==> config.mk <==
export PLATFORM = sky130hd
export DESIGN_NAME = pipe_if_stage
export DESIGN_NICKNAME = d
export VERILOG_FILES = /design/src/rtl/pipe_if_stage_pkg.sv /design/src/rtl/pipe_npc_mux.sv /design/src/rtl/pipe_if_stage.sv
export SDC_FILE = /design/constraint.sdc
export NUM_CORES = 1
export LEC_CHECK = 0
export ABC_AREA = 1
export BUFFER_PORTS_ARGS = -buffer_cell sky130_fd_sc_hd__buf_4
export CORE_MARGIN = 2
export CORE_UTILIZATION = 45
export DETAILED_ROUTE_END_ITERATION = 16
export PLACE_DENSITY = 0.79
export SLEW_MARGIN = 20
export SYNTH_ARGS = -nofsm -noshare
export SYNTH_HDL_FRONTEND = slang
export SYNTH_SLANG_ARGS = --single-unit
==> constraint.sdc <==
create_clock -name clock -period 3.4 [get_ports clock]
set_input_delay 0.17 -clock clock [delete_from_list [all_inputs] [get_ports clock]]
set_output_delay 0.17 -clock clock [all_outputs]
set_load 0.02 [all_outputs]
==> src/rtl/pipe_if_stage_pkg.sv <==
// rtl/pipe_if_stage_pkg.sv - shared pipeline types and constants for the IF stage and its neighbours
package pipe_if_stage_pkg;

  typedef logic [31:0] word_t;

  localparam logic [1:0] PCSRC_SEQ = 2'b00;
  localparam logic [1:0] PCSRC_BR  = 2'b01;
  localparam logic [1:0] PCSRC_JR  = 2'b10;
  localparam logic [1:0] PCSRC_J   = 2'b11;

  // sll $0,$0,0
  localparam word_t NOP_INST_DEFAULT = 32'h0000_0000;

endpackage

==> src/rtl/pipe_npc_mux.sv <==
// rtl/pipe_npc_mux.sv - next-PC 4:1 select with word-alignment force and misalignment detect
module pipe_npc_mux
  import pipe_if_stage_pkg::*;
(
  input  logic [1:0] pcsource,
  input  word_t      pc4,
  input  word_t      bpc,
  input  word_t      da,
  input  word_t      jpc,
  output word_t      npc,
  output logic       misaligned
);

  word_t raw_npc;

  // Select the target, then force word alignment and flag any dropped low bits.
  always_comb begin
    raw_npc = pc4;
    unique case (pcsource)
      PCSRC_SEQ: raw_npc = pc4;
      PCSRC_BR:  raw_npc = bpc;
      PCSRC_JR:  raw_npc = da;
      PCSRC_J:   raw_npc = jpc;
      default:   raw_npc = pc4;
    endcase
    npc        = {raw_npc[31:2], 2'b00};
    misaligned = (raw_npc[1:0] != 2'b00);
  end

endmodule

==> src/rtl/pipe_if_stage.sv <==
// rtl/pipe_if_stage.sv - MIPS IF stage and IF/ID register; PIPE_IF_DELAY_SLOT_EN selects delay-slot mode
module pipe_if_stage
  import pipe_if_stage_pkg::*;
#(
  parameter word_t RESET_PC = 32'h0000_0000,
  parameter word_t NOP_INST = NOP_INST_DEFAULT
) (
  input  logic        clock,
  input  logic        resetn,
  input  logic [1:0]  pcsource,
  input  logic [31:0] bpc,
  input  logic [31:0] da,
  input  logic [31:0] jpc,
  input  logic        wpcir,
  input  logic [31:0] imem_inst,
  output logic [31:0] pc,
  output logic [31:0] pc4,
  output logic [31:0] inst,
  output logic [31:0] dpc4,
  output logic        dvalid,
  output logic        misalign,
  output logic [31:0] fetch_cnt
);

  word_t npc;
  logic  npc_misaligned;
  logic  squash;

  assign pc4 = pc + 32'd4;

  pipe_npc_mux u_npc_mux (
    .pcsource   (pcsource),
    .pc4        (pc4),
    .bpc        (bpc),
    .da         (da),
    .jpc        (jpc),
    .npc        (npc),
    .misaligned (npc_misaligned)
  );

`ifdef PIPE_IF_DELAY_SLOT_EN
  // The slot fetched alongside a redirect is the architectural delay slot.
  assign squash = 1'b0;
`else
  // The slot fetched alongside a redirect is on the wrong path.
  assign squash = (pcsource != PCSRC_SEQ);
`endif

  // PC, IF/ID register, sticky misalign flag and fetch counter; a stall holds everything.
  always_ff @(posedge clock or negedge resetn) begin
    if (!resetn) begin
      pc        <= RESET_PC;
      inst      <= NOP_INST;
      dpc4      <= 32'd0;
      dvalid    <= 1'b0;
      misalign  <= 1'b0;
      fetch_cnt <= 32'd0;
    end else if (wpcir) begin
      pc   <= npc;
      dpc4 <= pc4;
      if (npc_misaligned) begin
        misalign <= 1'b1;
      end
      if (squash) begin
        inst   <= NOP_INST;
        dvalid <= 1'b0;
      end else begin
        inst      <= imem_inst;
        dvalid    <= 1'b1;
        fetch_cnt <= fetch_cnt + 32'd1;
      end
    end
  end

endmodule
== Yosys cells after proc, flatten, opt, wreduce, memory -nomap -nowiden ==
Cells that the tools add are included.

* Flip-flop bits (word level): 128
* Bits of input ports: 133
* Output and inout bits: 162
* Word-level logic and storage cells: 20

* Add/subtract/negate cells: 2
* Equal/unequal tests: 3
* Mux-type cells: 3
* Bitwise operators: 1
* Reductions and logical operators: 5

{| class="wikitable"
|+ Operators by type and width
! operator !! count
|-
| $pmux W32 S4 || 1
|-
| $add A32 B1 Y32 const B || 1
|-
| $add A32 B3 Y32 const B || 1
|-
| $mux W32 || 1
|-
| $eq A2 B2 Y1 const B || 2
|-
| $reduce_and A2 Y1 || 2
|-
| $reduce_bool A2 Y1 || 2
|-
| $eq A2 B1 Y1 const B || 1
|-
| $logic_not A2 Y1 || 1
|-
| $mux W1 || 1
|-
| $not A1 Y1 || 1
|}

== Logic depth before layout (Yosys ltp) ==
* Word-level depth: 4
* Depth in mapped cells: 10
* Depth with buffers taken out: 10

== Modules after synthesis ==
Synthesis repeated with hierarchy kept, for this count alone.

* Cell total of the unflattened synthesis: 900
* Area, all modules: 6970.4 sq um

{| class="wikitable"
|+ By module, submodules not included
! module !! times used !! cells an instance !! area an instance (sq um) !! seq. area each (sq um)
|-
| pipe_if_stage || 1 || 710 || 6089.6 || 3253.1
|-
| pipe_npc_mux || 1 || 190 || 880.8 || 0.0
|}

== Worst setup path after synthesis ==
No wires, ideal clock.

* Kind: flip-flop to flip-flop
* From: register pc[3]
* To: register pc[12]
* Setup time: 66 ps
* Data arrival time: 1743 ps
* Data required time: 3334 ps
* Setup slack: 1591 ps
* Cell stages (with the launch flop): 9
* Path buffers: 0
* Clock period less this slack: 1809 ps
* Path through: dfrtp_1 > ha_1 > nand2_1 > nor2_4 > nand2_4 > nor2_4 > xor2_1 > nand2_1 > nand2_1

* Word-level cells in the longest chain between the ends: 2

{| class="wikitable"
|+ RTL lines
! what !! line !! RTL
|-
| start, declared || pipe_if_stage.sv:16 || <nowiki>output logic [31:0] pc,</nowiki>
|-
| start signal, assigned || pipe_if_stage.sv:59 || <nowiki>pc <= npc;</nowiki>
|-
| $add A32 B3 Y32 || pipe_if_stage.sv:29 || <nowiki>assign pc4 = pc + 32'd4;</nowiki>
|-
| via pc4[12] || pipe_if_stage.sv:17 || <nowiki>output logic [31:0] pc4,</nowiki>
|-
| $pmux W32 S4 || pipe_npc_mux.sv:19 || <nowiki>unique case (pcsource)</nowiki>
|}

The timed path passes the listed nets, and every way through them passes these cells.
A chain may end at the register's enable or synchronous reset.

== Worst setup path after layout ==
* From: register pc[3]
* To: output pc4[12]

* Word-level cells in the longest chain between the ends: 1

{| class="wikitable"
|+ RTL lines
! what !! line
|-
| $add A32 B3 Y32 || pipe_if_stage.sv:29
|-
| end, declared || pipe_if_stage.sv:17
|}

Every way passes these cells.

==> impl_metrics.tcl <==
set metrics [dict create \
    status "completed" \
    core_area_mm2 0.0152 \
    fin_crit_ns 2.36 \
    cpMostUsedCell "nor2_4" \
    grt_max_degree 110 \
    rsz0062_at_grt "false" \
    ant_nets 0 \
    vias_per_cell 5.14 \
    multi_input_area_mm2 0.00351 \
    cts_sinks 126 \
    fp.dieW_um 129 \
    seq_area_mm2 0.00315 \
    gr-usage-all-layers_pct 29.8 \
    tightestPinTransition_ns 0.953 \
    ys_ff_latch 126 \
    path_class "reg2out" \
    grt-ovfl-total 0 \
    dr.pass1.iters 7 \
    io_buffer_count 288 \
    yosys_warnings 0 \
    drc_errors 0 \
    slowest_stage "dfrtp_1" \
    area_delta_synth_final_pct 46.6 \
    setup_viol 0 \
    drt_iter0_drc 587 \
    placed_cell_area_mm2 0.00932 \
    crit_start "pc[3]$_DFFE_PN0P_" \
    vias 7501 \
    cts_tree "yes" \
    syn_area_mm2 0.00702 \
    drt_wl_total_um 24600 \
    drive_gt1_share_pct 28.5 \
    n_antenna_cell 0 \
    antenna_found_initial 0 \
    n_fill_cell 1271 \
    wl_per_cell_um 16.8 \
    first_global_vias 7117 \
    hold_viol 0 \
    max_freq_ghz 0.424 \
    worst-r2r-cell-count 9 \
    hold_end "pc[3]$_DFFE_PN0P_" \
    die_h_um 129 \
    slew_headroom_pct 36.4 \
    synth_cell_type_count 31 \
    drv_slew 0 \
    path_max_fanout 5 \
    clockBufferDepth 2 \
    p_leak_nw 5.33 \
    htreeDepth 4 \
    crit_arrival_ns 2.19 \
    grt_pass1_wl_um 38200 \
    rr_endpoint "dpc4[27]$_DFFE_PN0P_" \
    initial_core_util_pct 46.2 \
    cts_buffers 17 \
    postCtsSetupRepairBufs 0 \
    clkLatencyLatePin_ns 0.42 \
    hold_path_startpoint "da[3]" \
    dp_hpwl_um 18300 \
    max_cap_violations 0 \
    ir_drop_mv 0.351 \
    synth_cells 943 \
    regToRegStartpoint "pc[19]$_DFFE_PN0P_" \
    io_pins 295 \
    dieArea_mm2 0.0166 \
    routabilityCongestion 0.941 \
    cts_root_buf "clkbuf_16" \
    max_stage_delay_ns 0.40 \
    path_clk_slew_ns 0.06 \
    hp-class "in2reg" \
    fin_tns_setup_ns 0 \
    skew_ns 0.00957 \
    worstPathRequired_ns 3.23 \
    reg2reg_setup_slack_ns 1.60 \
    postSynthAreaPerCell_um2 7.44 \
    worst_setup_path_start_kind "flop" \
    synth_seq_area_share_pct 44.9 \
    min_path_cells 5 \
    final_area_mm2 0.0103 \
    p_per_area_mw_per_mm2 495 \
    period_share_pct 69.4 \
    nNetsFinal 1393 \
    rows 45 \
    critical_path.endpoint_type "output pin" \
    path_cells "ha_1 > nand2_1 > nor2_4 > nand2_4 > nor2_4 > xor2_1 > buf_4" \
]
==> critical path: cells and delay by family, from the launching register on <==
family                   cells  cell delay (ns)
buffers and inverters        1             0.23
adder cells (fa/ha/maj)      1             0.21
AND/OR/NAND/NOR              4             0.55
flip-flops                   1             0.40
XOR/XNOR                     1             0.38
==> final cells by class <==
type	count	share of cell area, %
Clock buffer	17	4.13
Inverter	51	1.87
Timing Repair Buffer	330	24.9
Clock inverter	15	2.04
Sequential cell	126	30.6
Tap cell	188	2.29
Multi-Input combinational cell	732	34.1
==> registers in the layout (all words and copies together), names as in the netlist <==
register	cells
dpc4	30
dvalid	1
fetch_cnt	32
inst	32
misalign	1
pc	30
==> power by group <==
part           internal [mW]  switching [mW]  total [mW]
Combinational          0.532           0.741        1.27
Clock                   1.24           0.734        1.98
Sequential              1.65           0.191        1.84
Total                   3.43            1.67        5.09
==> metal layers <==
metal / part of all wire, % / global-route usage [%]
met4: 2.8 / 11.4
met1: 42 / 40.2
met5: 0 / 0
met2: 46 / 46.4
met3: 8.6 / 7.32
==> logic make-up (layout without fill, tap and decap cells) <==
group / count (synthesis) / after routing / share of synthesized area (%)
other: 1 / 6 / 0.0534
AO/OA/AOI/OAI: 69 / 69 / 7.59
adder cells (fa/ha/maj): 2 / 2 / 0.356
flip-flops: 126 / 126 / 44.9
AND/OR/NAND/NOR: 625 / 625 / 37.3
buffers and inverters: 90 / 413 / 5.44
XOR/XNOR: 30 / 30 / 4.38
==> worst max-delay path by stage <==
stage / cells past startpoint / slack (ns) / to
global placement: 6 / 1.29 / pc[23]$_DFFE_PN0P_
CTS: 7 / 1.02 / pc4[12]
global route: 7 / 0.87 / pc4[12]
floorplan: 8 / 1.59 / pc[12]$_DFFE_PN0P_
detailed placement: 6 / 1.22 / pc[21]$_DFFE_PN0P_
finish: 7 / 1.04 / pc4[12]
==> cells in the mapped netlist, drive strengths merged <==
| master | count | share of area (%) |
|---|---|---|
| a21o | 1 | 0.11 |
| a21oi | 1 | 0.071 |
| a22o | 32 | 4.0 |
| a22oi | 26 | 2.8 |
| and2 | 6 | 0.53 |
| buf | 27 | 2.1 |
| clkbuf | 12 | 0.64 |
| conb | 1 | 0.053 |
| dfrtp | 126 | 45 |
| ha | 2 | 0.36 |
| inv | 51 | 2.7 |
| nand2 | 442 | 24 |
| nand3 | 61 | 4.4 |
| nand3b | 7 | 0.75 |
| nand4 | 9 | 0.89 |
| nor2 | 95 | 6.4 |
| nor3 | 5 | 0.43 |
| o21ai | 9 | 0.64 |
| xnor2 | 11 | 1.4 |
| xor2 | 19 | 3.0 |
==> stage by stage <==
step	worst slack (ns)	utilization, %	hold slack, ns	total power, mW	std cells
after global placement	1.29	61.3	0.382	3.09	1394
after detailed placement	1.22	61.3	0.380	3.10	1394
final	1.04	67.7	0.0656	5.09	1459
after global routing	0.869	67.7	0.0962	5.29	1459
after CTS	1.02	67.7	0.0522	5.11	1459
after floorplan	1.59	-	-0.126	2.44	948
==> cells in the final DEF (no fill, tap or decap), types with 7 or more instances in the layout <==
master / netlist / routed
nor2_4: 10 / 10
dfrtp_1: 126 / 126
nand3_1: 60 / 60
a22oi_1: 26 / 26
buf_4: 6 / 296
xnor2_1: 11 / 11
nand3b_1: 7 / 7
nor2_1: 77 / 76
a22o_1: 32 / 32
dlygate4sd3_1: 0 / 33
inv_1: 49 / 49
nand2_1: 439 / 439
o21ai_0: 9 / 9
nand4_1: 8 / 8
clkbuf_16: 0 / 17
xor2_1: 13 / 13
nor2_2: 8 / 9
==> timing repair <==
item,4_1_cts,5_1_grt
hold endpoints to repair,139,0
resized for setup,0,0
setup endpoints to repair,0,0
hold buffers,33,0
(Power assumes the default switching activity.)
